`src/rtl/seq_control_fsm_if.sv`:
```
// Sequencer <-> datapath / memory signal bundle.
// master = sequencer, slave = datapath and memories.
interface seq_control_fsm_if #(
  parameter int PC_W = 8
);
  logic            start;
  logic            imem_ack;
  logic [15:0]     instr;
  logic            dmem_ack;
  logic            alu_zero;
  logic [PC_W-1:0] pc;
  logic            imem_req;
  logic            alu_src_sel;
  logic [3:0]      imm;
  logic [3:0]      rd_addr;
  logic [3:0]      rs_addr;
  logic [3:0]      rt_addr;
  logic [1:0]      alu_op;
  logic            reg_we;
  logic            wb_src_sel;
  logic            dmem_req;
  logic            dmem_we;
  logic            busy;
  logic            halted;
  logic            err;

  modport master (
    input  start, imem_ack, instr, dmem_ack, alu_zero,
    output pc, imem_req, alu_src_sel, imm,
    output rd_addr, rs_addr, rt_addr, alu_op,
    output reg_we, wb_src_sel, dmem_req, dmem_we,
    output busy, halted, err
  );

  modport slave (
    output start, imem_ack, instr, dmem_ack, alu_zero,
    input  pc, imem_req, alu_src_sel, imm,
    input  rd_addr, rs_addr, rt_addr, alu_op,
    input  reg_we, wb_src_sel, dmem_req, dmem_we,
    input  busy, halted, err
  );
endinterface

```
`src/rtl/seq_control_fsm.sv`:
```
// Multi-cycle instruction sequencer for the 16-bit datapath.
// Owns PC and IR; all outputs decode from state and IR only.
module seq_control_fsm #(
  parameter int PC_W     = 8,
  parameter int WAIT_MAX = 15
) (
  input logic               clk,
  input logic               reset,
  seq_control_fsm_if.master bus
);
  localparam int CW = $clog2(WAIT_MAX + 1);

  typedef enum logic [2:0] {
    S_IDLE, S_FETCH, S_DECODE, S_EXEC,
    S_MEM, S_WB, S_HALT, S_ERR
  } state_t;

  state_t          st, st_n;
  logic [PC_W-1:0] pc_q, pc_n, pc_inc, pc_br;
  logic [15:0]     ir_q, ir_n;
  logic [CW-1:0]   cnt_q, cnt_n;
  logic [3:0]      op;
  logic            is_alu, is_addi, is_lw, is_sw;
  logic            is_beq, is_halt, timeout;

  assign op      = ir_q[15:12];
  assign is_alu  = (op <= 4'h4);
  assign is_addi = (op == 4'h4);
  assign is_lw   = (op == 4'h5);
  assign is_sw   = (op == 4'h6);
  assign is_beq  = (op == 4'h7);
  assign is_halt = (op == 4'hf);

  assign pc_inc  = pc_q + PC_W'(1);
  assign pc_br   = pc_inc + {{(PC_W-4){ir_q[3]}}, ir_q[3:0]};
  assign timeout = (cnt_q == CW'(WAIT_MAX - 1));

  always_ff @(posedge clk or posedge reset) begin
    if (reset) begin
      st    <= S_IDLE;
      pc_q  <= '0;
      ir_q  <= '0;
      cnt_q <= '0;
    end else begin
      st    <= st_n;
      pc_q  <= pc_n;
      ir_q  <= ir_n;
      cnt_q <= cnt_n;
    end
  end

  always_comb begin
    st_n  = st;
    pc_n  = pc_q;
    ir_n  = ir_q;
    cnt_n = cnt_q;
    unique case (st)
      S_IDLE: begin
        if (bus.start) begin
          st_n  = S_FETCH;
          cnt_n = '0;
        end
      end
      S_FETCH: begin
        if (bus.imem_ack) begin
          ir_n = bus.instr;
          st_n = S_DECODE;
        end else if (timeout) begin
          st_n = S_ERR;
        end else begin
          cnt_n = cnt_q + CW'(1);
        end
      end
      S_DECODE: st_n = is_halt ? S_HALT : S_EXEC;
      S_EXEC: begin
        if (is_lw || is_sw) begin
          st_n  = S_MEM;
          cnt_n = '0;
        end else if (is_alu) begin
          st_n = S_WB;
        end else begin
          // BEQ compares through the ALU subtract
          pc_n  = (is_beq && bus.alu_zero) ? pc_br : pc_inc;
          st_n  = S_FETCH;
          cnt_n = '0;
        end
      end
      S_MEM: begin
        if (bus.dmem_ack) begin
          if (is_lw) begin
            st_n = S_WB;
          end else begin
            pc_n  = pc_inc;
            st_n  = S_FETCH;
            cnt_n = '0;
          end
        end else if (timeout) begin
          st_n = S_ERR;
        end else begin
          cnt_n = cnt_q + CW'(1);
        end
      end
      S_WB: begin
        pc_n  = pc_inc;
        st_n  = S_FETCH;
        cnt_n = '0;
      end
      S_HALT:  st_n = S_HALT;
      S_ERR:   st_n = S_ERR;
      default: st_n = S_IDLE;
    endcase
  end

  always_comb begin
    bus.alu_op = 2'b00;
    case (op)
      4'h1, 4'h7: bus.alu_op = 2'b01;
      4'h2:       bus.alu_op = 2'b10;
      4'h3:       bus.alu_op = 2'b11;
      default:    bus.alu_op = 2'b00;
    endcase
  end

  assign bus.pc          = pc_q;
  assign bus.imm         = ir_q[3:0];
  assign bus.rd_addr     = ir_q[11:8];
  assign bus.rs_addr     = ir_q[7:4];
  assign bus.rt_addr     = ir_q[3:0];
  assign bus.imem_req    = (st == S_FETCH);
  assign bus.dmem_req    = (st == S_MEM);
  assign bus.dmem_we     = (st == S_MEM) && is_sw;
  assign bus.alu_src_sel = (st == S_EXEC) &&
                           (is_addi || is_lw || is_sw);
  assign bus.reg_we      = (st == S_WB);
  assign bus.wb_src_sel  = (st == S_WB) && is_lw;
  assign bus.busy        = !(st inside {S_IDLE, S_HALT, S_ERR});
  assign bus.halted      = (st == S_HALT);
  assign bus.err         = (st == S_ERR);
endmodule

```
`src/flat_wrapper.sv`:
```
// flat-port wrapper written by rule: the top's interface ports become plain ports
module seq_control_fsm_flat 
#(
  parameter int PC_W     = 8,
  parameter int WAIT_MAX = 15
)
  (clk, reset, bus_start, bus_imem_ack, bus_instr, bus_dmem_ack, bus_alu_zero, bus_pc, bus_imem_req, bus_alu_src_sel, bus_imm, bus_rd_addr, bus_rs_addr, bus_rt_addr, bus_alu_op, bus_reg_we, bus_wb_src_sel, bus_dmem_req, bus_dmem_we, bus_busy, bus_halted, bus_err);
  seq_control_fsm_if #(.PC_W(PC_W)) bus_i ();
  input logic clk;
  input logic reset;
  input wire logic [$bits(bus_i.start)-1:0] bus_start;
  input wire logic [$bits(bus_i.imem_ack)-1:0] bus_imem_ack;
  input wire logic [$bits(bus_i.instr)-1:0] bus_instr;
  input wire logic [$bits(bus_i.dmem_ack)-1:0] bus_dmem_ack;
  input wire logic [$bits(bus_i.alu_zero)-1:0] bus_alu_zero;
  output wire logic [$bits(bus_i.pc)-1:0] bus_pc;
  output wire logic [$bits(bus_i.imem_req)-1:0] bus_imem_req;
  output wire logic [$bits(bus_i.alu_src_sel)-1:0] bus_alu_src_sel;
  output wire logic [$bits(bus_i.imm)-1:0] bus_imm;
  output wire logic [$bits(bus_i.rd_addr)-1:0] bus_rd_addr;
  output wire logic [$bits(bus_i.rs_addr)-1:0] bus_rs_addr;
  output wire logic [$bits(bus_i.rt_addr)-1:0] bus_rt_addr;
  output wire logic [$bits(bus_i.alu_op)-1:0] bus_alu_op;
  output wire logic [$bits(bus_i.reg_we)-1:0] bus_reg_we;
  output wire logic [$bits(bus_i.wb_src_sel)-1:0] bus_wb_src_sel;
  output wire logic [$bits(bus_i.dmem_req)-1:0] bus_dmem_req;
  output wire logic [$bits(bus_i.dmem_we)-1:0] bus_dmem_we;
  output wire logic [$bits(bus_i.busy)-1:0] bus_busy;
  output wire logic [$bits(bus_i.halted)-1:0] bus_halted;
  output wire logic [$bits(bus_i.err)-1:0] bus_err;
  assign bus_i.start = bus_start;
  assign bus_i.imem_ack = bus_imem_ack;
  assign bus_i.instr = bus_instr;
  assign bus_i.dmem_ack = bus_dmem_ack;
  assign bus_i.alu_zero = bus_alu_zero;
  assign bus_pc = bus_i.pc;
  assign bus_imem_req = bus_i.imem_req;
  assign bus_alu_src_sel = bus_i.alu_src_sel;
  assign bus_imm = bus_i.imm;
  assign bus_rd_addr = bus_i.rd_addr;
  assign bus_rs_addr = bus_i.rs_addr;
  assign bus_rt_addr = bus_i.rt_addr;
  assign bus_alu_op = bus_i.alu_op;
  assign bus_reg_we = bus_i.reg_we;
  assign bus_wb_src_sel = bus_i.wb_src_sel;
  assign bus_dmem_req = bus_i.dmem_req;
  assign bus_dmem_we = bus_i.dmem_we;
  assign bus_busy = bus_i.busy;
  assign bus_halted = bus_i.halted;
  assign bus_err = bus_i.err;
  seq_control_fsm #(.PC_W(PC_W), .WAIT_MAX(WAIT_MAX)) u_core (.clk(clk), .reset(reset), .bus(bus_i));
endmodule
```
`config.mk`:
```
export PLATFORM = sky130hd
export DESIGN_NAME = seq_control_fsm_flat
export DESIGN_NICKNAME = d
export VERILOG_FILES = /design/src/rtl/seq_control_fsm_if.sv /design/src/rtl/seq_control_fsm.sv /design/src/flat_wrapper.sv
export SDC_FILE = /design/constraint.sdc
export NUM_CORES = 1
export LEC_CHECK = 0
export CAP_MARGIN = 40
export CORE_ASPECT_RATIO = 1.75
export CORE_UTILIZATION = 54
export DETAILED_ROUTE_END_ITERATION = 16
export PLACE_DENSITY = 0.9
export RECOVER_POWER = 50
export SLEW_MARGIN = 20
export SYNTH_ARGS = -nofsm -noshare
export SYNTH_HDL_FRONTEND = slang
export SYNTH_SLANG_ARGS = --single-unit
```
`constraint.sdc`:
```
create_clock -name clk -period 6.5 [get_ports clk]
set_clock_uncertainty 0.1 [all_clocks]
set_input_delay 1.3 -clock clk [delete_from_list [all_inputs] [get_ports clk]]
set_output_delay 1.3 -clock clk [all_outputs]
set_load 0.01 [all_outputs]
```
Yosys cells after proc, flatten, opt, wreduce, memory -nomap -nowiden
Cells that the tools add are included.
Widths: inputs -> output; s select.
- output and inout port bits: 35
- word-level logic and storage cells: 72
- bits in registers: 31
- input bits: 22
- multiplexer cells: 24
- $lt $le $gt $ge: 1
- eq/ne operators: 24
- reduce and logical (&&, ||, !) cells: 16
- add/sub/neg operators: 3
- operators with widths (cell ; number):
    $mux 8 ; 5
    $mux 4 ; 7
    $mux 3 ; 8
    $pmux 3 s8 ; 1
    $pmux 8 s3 ; 1
    $pmux 4 s5 ; 1
    $eq 4x3->1 const B ; 4
    $eq 3x3->1 const B ; 4
    $ne 2x2->1 const B ; 6
    $reduce_and 5->1 ; 2
    $add 8x1->8 const B ; 1
    $add 8x8->8 ; 1
    $eq 4x2->1 const B ; 2
    $eq 4x4->1 const B ; 2
    $eq 3x2->1 const B ; 2
    $ne 3x3->1 const B ; 2
    $pmux 2 s3 ; 1
    $reduce_bool 3->1 ; 2
    $reduce_bool 5->1 ; 1
    $add 4x1->4 const B ; 1
    $eq 4x1->1 const B ; 1
    $le 4x3->1 const B ; 1
    $logic_and 1x1->1 ; 4
    $eq 3x1->1 const B ; 1
    5 further kinds ; 7

Longest topological paths before layout
Gate-level depths: netlist (run 1).
- depth after elaboration: 6
- depth in mapped cells: 11
- mapped depth without buffers: 11

Least setup slack after synthesis (run 1)
OpenSTA, ideal clock, no wires.
- path kind: register to output
- from: reg u_core.st[1]
- to: out bus_dmem_we
- stages on the path, launching flop included: 4
- data required time: 5.100 ns
- arrival: 1.260 ns
- path buffers: 0
- path slack: 3.840 ns
- cell sequence: dfrtp_1 nor2b_1 nand2b_1 nor4_1
- word-level cells in the longest chain between the ends: 2
- ends and longest elaborated chain (element ; RTL line ; text):
    start: declaration ; seq_control_fsm.sv:18 ; state_t st, st_n;
    start signal: assignment ; seq_control_fsm.sv:45 ; st <= st_n;
    $eq 3x3->1 ; seq_control_fsm.sv:131 ; assign bus.dmem_we = (st == S_MEM) && is_sw;
    $logic_and 1x1->1 ; seq_control_fsm.sv:131 ;
    end: declaration ; flat_wrapper.sv:27 ; output wire logic [$bits(bus_i.dmem_we)-1:0] bus_dmem_we;
No other way between the ends.

Worst setup path in the final report (run 1)
- from: reg u_core.st[2]
- to: out bus_dmem_we
Same word-level chain as after synthesis.

==> results of run 1 <==
==> per-stage QoR <==
| stage | cells | area, um^2 | hold WS [ns] | utilization |
|---|---|---|---|---|
| 3_3_place_gp | 323 | 2740 | 0.389 | 0.667 |
| 2_1_floorplan | 242 | 2290 | 0.382 | - |
| 5_1_grt | 332 | 2830 | 0.418 | 0.687 |
| 6_report | 332 | 2830 | 0.398 | 0.687 |
| 4_1_cts | 332 | 2840 | 0.409 | 0.691 |
| 3_5_place_dp | 324 | 2760 | 0.395 | 0.671 |
==> power by group through the flow <==
stage	clock network, mW	registers (mW)	logic, mW
5_1_grt	0.158	0.431	1.05
6_report	0.146	0.415	0.965
4_1_cts	0.148	0.413	0.980
3_3_place_gp	0	0.411	0.939
3_5_place_dp	0	0.416	0.968
2_1_floorplan	0	0.370	0.761
==> state kept, by name, summed over array words and instances, names as in the netlist <==
signal         cells
u_core.ir_q       16
u_core.bus.pc      8
u_core.cnt_q       4
u_core.st          3
==> cell usage after synthesis (all sizes together), types with 6 or more instances <==
cell	instances	area share
inv	11	0.018
xnor2	6	0.023
ha	11	0.060
dfrtp	31	0.34
buf	22	0.071
o21ai	17	0.037
nand3	9	0.022
nand2	11	0.018
a211oi	6	0.020
nor2	18	0.033
nor3	9	0.024
a21oi	17	0.037
mux2	15	0.074
==> final cells by class <==
cell class,instances,area (um^2),area share
flip-flops and latches,31,776,0.275
repair buffers,58,568,0.201
multi-input cells,175,1300,0.459
clock inverters,1,5.00,0.00177
clock buffers,7,76.3,0.0270
inverters,11,41.3,0.0146
well taps,49,61.3,0.0217
==> how the worst max path moves through the flow <==
stage	slack, ns	cells past startpoint	to
finish	2.79	4	bus_dmem_we
global route	2.67	4	bus_dmem_we
CTS	2.79	4	bus_dmem_we
detailed placement	3.11	4	bus_dmem_we
global placement	3.11	5	u_core.cnt_q[0]$_DFFE_PP0P_
floorplan	3.84	3	bus_dmem_we
==> logic make-up (layout without fill, tap and decap cells) <==
kind of cell             after synthesis  count (layout)
multiplexers                          18              18
adder cells (fa/ha/maj)               12              12
flip-flops                            31              31
buffers and inverters                 36              77
AND/OR/NAND/NOR                       75              75
AO/OA/AOI/OAI                         60              60
XOR/XNOR                              10              10
==> metal layers <==
layer  vias up  track usage  wire, um
met3        11       0.0486       153
met2        37        0.489      2960
li1        937            -         -
met4         0        0.119       126
met5         -            0         0
met1       956        0.240      1900
==> metrics.csv, run 1 <==
metric,value,unit
fillers,330,
fin_setup_tns,0,ns
postSynthAreaPerCell,9.45,um^2
hold_path_class,reg2reg,
final_cell_mix,"clkdlybuf4s50_1 (44), dfrtp_1 (31), nor2_1 (17), a21oi_1 (17), o21ai_0 (16)",
synth-simple-area-share,0.189,
antenna_left,0,
dp_slack,3.11,ns
yosysWarningCount,0,
p_leak,1.20,nW
hp-start,u_core.ir_q[5]$_DFFE_PP0P_,
synth_top_family_by_area,simple AND/OR/NAND/NOR gates,
post_cts_buffers,0,
reg2reg_depth,9,
crit_type,reg2out,
max_cap_viol_count,1,
mostFrequentLayoutCell,clkdlybuf4s50_1,
dpl.hpwl,3930,um
cell_internal_pwr,0.844,mW
cp.arrival,2.31,ns
grt_max_degree,32,
worstMarginPinSlew,1.69,ns
p_sw,0.682,mW
min_to,u_core.ir_q[5]$_DFFE_PP0P_,
cts_root_buf,clkbuf_8,
worst_hold_path.num_cells,1,
crit_start,u_core.st[2]$_DFFE_PP0N_,
reg2reg_from,u_core.bus.pc[2]$_DFFE_PP0P_,
slew_viol_final,32,
cts_hold_buf,0,
drt_iter0_markers,56,
power.density,540,nW/um^2
ff2ff_setup_slack,3.40,ns
hold_viol,0,
reg2reg_to,u_core.bus.pc[7]$_DFFE_PP0P_,
cts_htree_levels,2,
clockPowerShare,0.096,
cp_slowest_stage_delay,0.60,ns
endpoint_kind,primary output,
dieHeight,88.1,um
synth_fa_ha_area_frac,0.0689,
wl,5140,um
viasPerCell,5.85,
slowest_stage,clkdlybuf4s50_1,
synth_edf_count,0,
power_frac_comb,0.632,
path_cells,nor2b_1 -> nand2b_1 -> nor4_1 -> clkdlybuf4s50_1,
core_region_area,4110,um^2
switching_share,0.447,
cp_top_family,simple AND/OR/NAND/NOR gates,
grt_pass1_wl,8340,um
path_clk_slew,0.06,ns
drc,0,
num_vias,1941,
area.growth.synth_to_final,23.5,%
cts_tree,yes,
period_share,0.571,
final.min_clock_period,3.71,ns
layout-drive-gt1-share,0.120,
cts_made_buffers,5,
outcome,"finished, violations left",
rsz0062_at_grt,no,
synth_xor_area_frac,0.0383,
cts.path.max_buffers,2,
postSynthNetCount,276,
start_util,0.556,
nets,316,
yosys.cell_types.count,57,
failed_checks,"max-capacitance violations, max-slew violations",
n_antenna_cell,0,
mappedNetlistArea,2290,um^2
max_freq,269,MHz
grt_pass1_vias,1881,
critical_path_required,5.10,ns
numPortBuffers,56,
setup_violations,0,
critPathLaunchType,register,
gp_congestion,0.837,
cts_resized,0,
fin_ws,2.79,ns
p_total,1.53,mW
synth.area.mux_share,0.0870,
critPathMaxFanout,13,
vdd_drop_max,0.000341,V
rows,31,
slew_headroom,-0.124,
seq_area_frac_synth,0.339,
synth_flop_cell,dfrtp_1,
clk_latency,0.29,ns
netlist_instances,242,
firstDrtPassIters,4,
die_x,51.2,um
ys_async_sr_fraction,1.00,
overflow,0,
die-area,4510,um^2
synth_compound_area_frac,0.184,
clkSinkCount,31,
ioPinCount,57,
grt_usage,0.251,
wl_per_cell,15.5,um
cp.buffers_inverters,1,
seqPwrFrac,0.272,
antenna_found_initial,0,
ys_ff_latch,31,
No activity file was read; power rests on OpenSTA's default activity.
==> run 2, diff against run 1 <==
--- a/config.mk
+++ b/config.mk
@@ -7,9 +7,9 @@
 export LEC_CHECK = 0
 export CAP_MARGIN = 40
 export CORE_ASPECT_RATIO = 1.75
-export CORE_UTILIZATION = 54
+export CORE_UTILIZATION = 45
 export DETAILED_ROUTE_END_ITERATION = 16
-export PLACE_DENSITY = 0.9
+export PLACE_DENSITY = 0.8
 export RECOVER_POWER = 50
 export SLEW_MARGIN = 20
 export SYNTH_ARGS = -nofsm -noshare
==> constraint.sdc (replaced) <==
create_clock -name clk -period 3.3 [get_ports clk]
set_clock_uncertainty 0.1 [all_clocks]
set_input_delay 0.66 -clock clk [delete_from_list [all_inputs] [get_ports clk]]
set_output_delay 0.66 -clock clk [all_outputs]
set_load 0.01 [all_outputs]
==> run 2 against run 1 <==
Net effect:
- the flow still finishes with violations (max-capacitance violations, max-slew violations)
- critical endpoint unchanged
- largest cell class unchanged
- sequential cell count unchanged
- register-to-register slack got worse by 2.9 ns
- first-iteration DRC count decreased by 39%
- sequential share of layout area decreased by 0.061 points
==> metrics.csv, run 2 (same netlist as run 1, synthesis figures left out) <==
metric,value,unit,change
cts_made_buffers,5,,unchanged
worstMarginPinSlew,1.71,ns,+0.0201 ns
grt.met2_usage,0.400,,-0.0896
drc,0,,unchanged
firstDrtPassIters,4,,unchanged
cts_tree,yes,,
rows,34,,+9.7%
critPathLaunchType,register,,
crit_type,reg2out,,
clk_latency,0.28,ns,about the same
slew_headroom,-0.137,,-0.0134
path_clk_slew,0.06,ns,about the same
cts_htree_levels,2,,unchanged
setup_violations,0,,unchanged
fin_util,0.574,,-0.113
drt_iter0_markers,34,,-39%
start_util,0.463,,-0.0928
antenna_found_initial,0,,unchanged
dpl.hpwl,3950,um,+0.58%
grt_pass1_vias,1936,,+2.9%
overflow,0,,unchanged
use_met3,0.0336,,-0.0150
rsz0062_at_grt,no,,
max_cap_viol_count,1,,unchanged
switching_share,0.447,,about the same
largest_reg_flops,16,,unchanged
grt_pass1_wl,8570,um,+2.8%
area.growth.synth_to_final,23.8,%,
wl_per_cell,15.4,um,-0.68%
period_share,0.919,,
p_leak,1.20,nW,+0.28%
cp.arrival,2.27,ns,-0.04 ns
post_cts_buffers,0,,unchanged
ioPinCount,57,,unchanged
max_freq,330,MHz,
power_frac_comb,0.631,,about the same
die_x,55.9,um,+9.2%
num_vias,1925,,-0.82%
cts_root_buf,clkbuf_8,,
grt_max_degree,32,,unchanged
mostFrequentLayoutCell,clkdlybuf4s50_1,,
cts_resized,0,,unchanged
endpoint_kind,primary output,,
met1_usage,0.198,,-0.0424
cts_hold_buf,0,,unchanged
p_sw,1.34,mW,+97%
layout-drive-gt1-share,0.120,,unchanged
numPortBuffers,56,,unchanged
cell_internal_pwr,1.66,mW,+97%
nets,316,,unchanged
final.min_clock_period,3.03,ns,
slew_viol_final,32,,unchanged
hold_path_class,reg2reg,,
viasPerCell,5.71,,-2.3%
n_antenna_cell,0,,unchanged
clkSinkCount,31,,unchanged
dieHeight,96.3,um,+9.3%
critical_path_required,2.54,ns,-2.56 ns
die-area,5380,um^2,+19%
core_region_area,4930,um^2,+20%
clockPowerShare,0.097,,about the same
power.density,1060,nW/um^2,+97%
critPathMaxFanout,13,,unchanged
fin_setup_tns,0,ns,unchanged
outcome,"finished, violations left",,
regMostFlops,u_core.ir_q,,
top_usage_layer,met2,,
hold_viol,0,,unchanged
failed_checks,"max-capacitance violations, max-slew violations",,
grt_usage,0.206,,-0.0449
gp_congestion,0.874,,+4.5%
final_cell_mix,"clkdlybuf4s50_1 (45), dfrtp_1 (31), nor2_1 (17), a21oi_1 (17), o21ai_0 (16)",,
cts.path.max_buffers,2,,unchanged
vdd_drop_max,0.000667,V,+96%
wl,5180,um,+0.82%
antenna_left,0,,unchanged
seqPwrFrac,0.272,,about the same
run 2: cell count changes in the layout (fill, tap and decap cells not counted):
cell,before,now
dlygate4sd3_1,12,11
clkdlybuf4s50_1,44,45
run 2: worst paths after layout:
check	from	to	slack, ns	depth (start not counted)
setup / recovery	u_core.st[2]$_DFFE_PP0N_	bus_dmem_we	0.27	4
hold / removal	u_core.ir_q[11]$_DFFE_PP0P_	u_core.ir_q[11]$_DFFE_PP0P_	0.40	1
setup reg to reg	u_core.bus.pc[2]$_DFFE_PP0P_	u_core.bus.pc[7]$_DFFE_PP0P_	0.47	9
hold reg to reg	u_core.ir_q[11]$_DFFE_PP0P_	u_core.ir_q[11]$_DFFE_PP0P_	0.40	1
max in group asynchronous	reset	u_core.cnt_q[1]$_DFFE_PP0P_	0.78	3
min in group asynchronous	reset	u_core.ir_q[0]$_DFFE_PP0P_	1.33	3
run 2: area by class of cell:
| class | count | area (um^2) |
|---|---|---|
| Multi-Input combinational cell | 175 | 1300 |
| Tap cell | 54 | 67.6 |
| Inverter | 11 | 41.3 |
| Clock inverter | 1 | 5.00 |
| Clock buffer | 7 | 76.3 |
| Sequential cell | 31 | 776 |
| Fill cell | 444 | 2100 |
| Timing Repair Buffer | 58 | 568 |
run 2: power groups by stage:
stage               Combinational [mW]  Sequential (mW)  Clock, mW
global placement                  1.87            0.812          0
detailed placement                1.91            0.825          0
CTS                               1.93            0.818      0.299
floorplan                         1.50            0.729          0
global route                      2.08            0.858      0.317
finish                            1.90            0.817      0.292
run 2: worst max-delay path, stage by stage (launching register included):
cell and delay (ns):
dfrtp_1 0.54, nor2b_1 0.42, nand2b_1 0.18, nor4_1 0.25
clkdlybuf4s50_1 0.60
run 2: per-layer routing:
layer	routed length, um	part of all wire	vias to the layer above
li1	-	-	939
met1	1930	0.37	921
met2	2870	0.55	46
met3	169	0.033	19
met4	208	0.040	0
met5	0	0	-
run 2: metrics by stage:
| step | worst slack, ns | area [um^2] | power, mW | std cells | hold WS [ns] |
|---|---|---|---|---|---|
| final | 0.268 | 2830 | 3.01 | 337 | 0.405 |
| after global routing | 0.0371 | 2830 | 3.25 | 337 | 0.425 |
| after CTS | 0.252 | 2840 | 3.04 | 337 | 0.415 |
| after detailed placement | 0.479 | 2760 | 2.74 | 329 | 0.400 |
| after global placement | 0.525 | 2760 | 2.68 | 329 | 0.391 |
| after floorplan | 0.663 | 2290 | 2.23 | 242 | 0.382 |
==> run 3, diff against run 2 <==
--- a/config.mk
+++ b/config.mk
@@ -7,6 +7,7 @@
 export LEC_CHECK = 0
 export CAP_MARGIN = 40
 export CORE_ASPECT_RATIO = 1.75
+export CORE_MARGIN = 3
 export CORE_UTILIZATION = 45
 export DETAILED_ROUTE_END_ITERATION = 16
 export PLACE_DENSITY = 0.8
==> run 3 against run 2 <==
Net effect:
- the flow still finishes with violations (max-capacitance violations, max-slew violations)
- sequential share of layout area decreased by 0.20 points
- sequential cell count unchanged
- critical path depth is the same
- sequential power about the same
- clock power is 5% higher
- worst setup slack improved by 0.056 ns
- combinational power about the same
- non-clock buffer count increased by 2
- critical endpoint unchanged
- largest cell class unchanged
- largest power group unchanged
- highest routed layer unchanged
==> metrics.csv, run 3 (same netlist as run 1, synthesis figures left out) <==
metric,value,unit,change
outcome,"finished, violations left",,
failed_checks,"max-capacitance violations, max-slew violations",,
start_util,0.478,,+0.0140
crit_cells,4,,unchanged
period_share,0.902,,-0.0170
numPortBuffers,56,,unchanged
ioPinCount,57,,unchanged
critPathMaxFanout,13,,unchanged
regMostFlops,u_core.ir_q,,
fin_ws,0.324,ns,+0.0561 ns
grt_usage,0.194,,-0.0119
core_region_area,4790,um^2,-2.9%
cts_root_buf,clkbuf_8,,
placed_cell_area,2760,um^2,+0.18%
fin_util,0.596,,+0.0218
clk_latency,0.28,ns,about the same
die_x,59.9,um,+7.2%
path_cells,nor2b_2 -> nand2b_1 -> nor4_1 -> clkdlybuf4s50_1,,
critical_path_required,2.54,ns,about the same
grt_pass1_wl,8950,um,+4.4%
area.growth.synth_to_final,24.7,%,
drc,0,,unchanged
worstMarginPinSlew,1.78,ns,+0.0772 ns
dp_slack,0.390,ns,-0.0893 ns
dpl.hpwl,4070,um,+3.0%
rsz0062_at_grt,no,,
reg2reg_depth,10,,+1
cts_hold_buf,0,,unchanged
cts_tree,yes,,
antenna_left,0,,unchanged
largest_reg_flops,16,,unchanged
grt_max_degree,32,,unchanged
cp.arrival,2.22,ns,-0.05 ns
crit_start,u_core.st[2]$_DFFE_PP0N_,,
antenna_found_initial,0,,unchanged
final.min_clock_period,2.98,ns,-0.0561 ns
overflow,0,,unchanged
crit_type,reg2out,,
vdd_drop_max,0.000761,V,+14%
clkSinkCount,31,,unchanged
cts.path.max_buffers,2,,unchanged
cp.buffers_inverters,1,,unchanged
wl_per_cell,15.8,um,+2.8%
n_antenna_cell,0,,unchanged
endpoint_kind,primary output,,
mostFrequentLayoutCell,clkdlybuf4s50_1,,
path_clk_slew,0.06,ns,about the same
layout-drive-gt1-share,0.134,,+0.0137
nets,318,,+0.63%
cts_made_buffers,5,,unchanged
max_cap_viol_count,1,,unchanged
hold_path_class,reg2reg,,
cp_top_family,simple AND/OR/NAND/NOR gates,,
cts_htree_levels,2,,unchanged
stdcell_area,2850,um^2,+0.75%
worst_hold_path.num_cells,1,,unchanged
drt_iter0_markers,92,,+170%
die-area,6010,um^2,+12%
final_cell_mix,"clkdlybuf4s50_1 (46), dfrtp_1 (31), nor2_1 (17), a21oi_1 (17), o21ai_0 (16)",,
cp_slowest_stage_delay,0.60,ns,about the same
gp_congestion,0.918,,+5.0%
power.density,1060,nW/um^2,-0.32%
hold_viol,0,,unchanged
slew_headroom,-0.188,,-0.0515
hold_ws,0.404,ns,-0.000687 ns
setup_violations,0,,unchanged
slew_viol_final,32,,unchanged
p_leak,1.21,nW,+1.2%
max_freq,336,MHz,+1.9%
post_cts_buffers,0,,unchanged
num_vias,1907,,-0.94%
viasPerCell,5.68,,-0.64%
critPathLaunchType,register,,
fin_setup_tns,0,ns,unchanged
reg2reg_from,u_core.bus.pc[0]$_DFFE_PP0P_,,
grt_pass1_vias,1951,,+0.77%
wl,5310,um,+2.5%
rows,33,,-2.9%
firstDrtPassIters,4,,unchanged
hp-start,u_core.ir_q[8]$_DFFE_PP0P_,,
slowest_stage,clkdlybuf4s50_1,,
dieHeight,100,um,+4.2%
-- run 3: per-stage QoR --
stage	instances	total power, mW
6_report	336	3.02
5_1_grt	336	3.28
4_1_cts	335	3.06
3_5_place_dp	328	2.74
3_3_place_gp	328	2.68
2_1_floorplan	242	2.23
-- run 3: final timing paths --
path / endpoint / slack [ns]
hold / removal: u_core.ir_q[8]$_DFFE_PP0P_ / 0.40
setup / recovery: bus_dmem_we / 0.32
max in group asynchronous: u_core.ir_q[8]$_DFFE_PP0P_ / 0.70
hold reg to reg: u_core.ir_q[8]$_DFFE_PP0P_ / 0.40
min in group asynchronous: u_core.ir_q[5]$_DFFE_PP0P_ / 1.37
setup reg to reg: u_core.bus.pc[7]$_DFFE_PP0P_ / 0.38
-- run 3: cell type report --
cell class,count,area [um^2]
clock buffers,6,82.6
repair buffers,60,583
flip-flops and latches,31,776
inverters,11,41.3
well taps,52,65.1
clock inverters,1,5.00
fillers,421,1940
multi-input cells,175,1300
-- run 3: routing by layer --
| layer | track usage | share of wire |
|---|---|---|
| met3 | 0.0193 | 0.030 |
| met4 | 0.0631 | 0.014 |
| met5 | 0 | 0 |
| met2 | 0.383 | 0.59 |
| met1 | 0.199 | 0.37 |
-- run 3: repair_timing --
action | CTS | global route
setup endpoints to repair | 0 | 1
hold endpoints to repair | 0 | 0
gates resized for setup | 0 | 1
-- run 3: where the power goes --
group	switching (mW)	total, mW	internal [mW]
clock	0.144	0.307	0.164
combinational	0.927	1.90	0.970
sequential	0.263	0.817	0.554
total	1.33	3.02	1.69
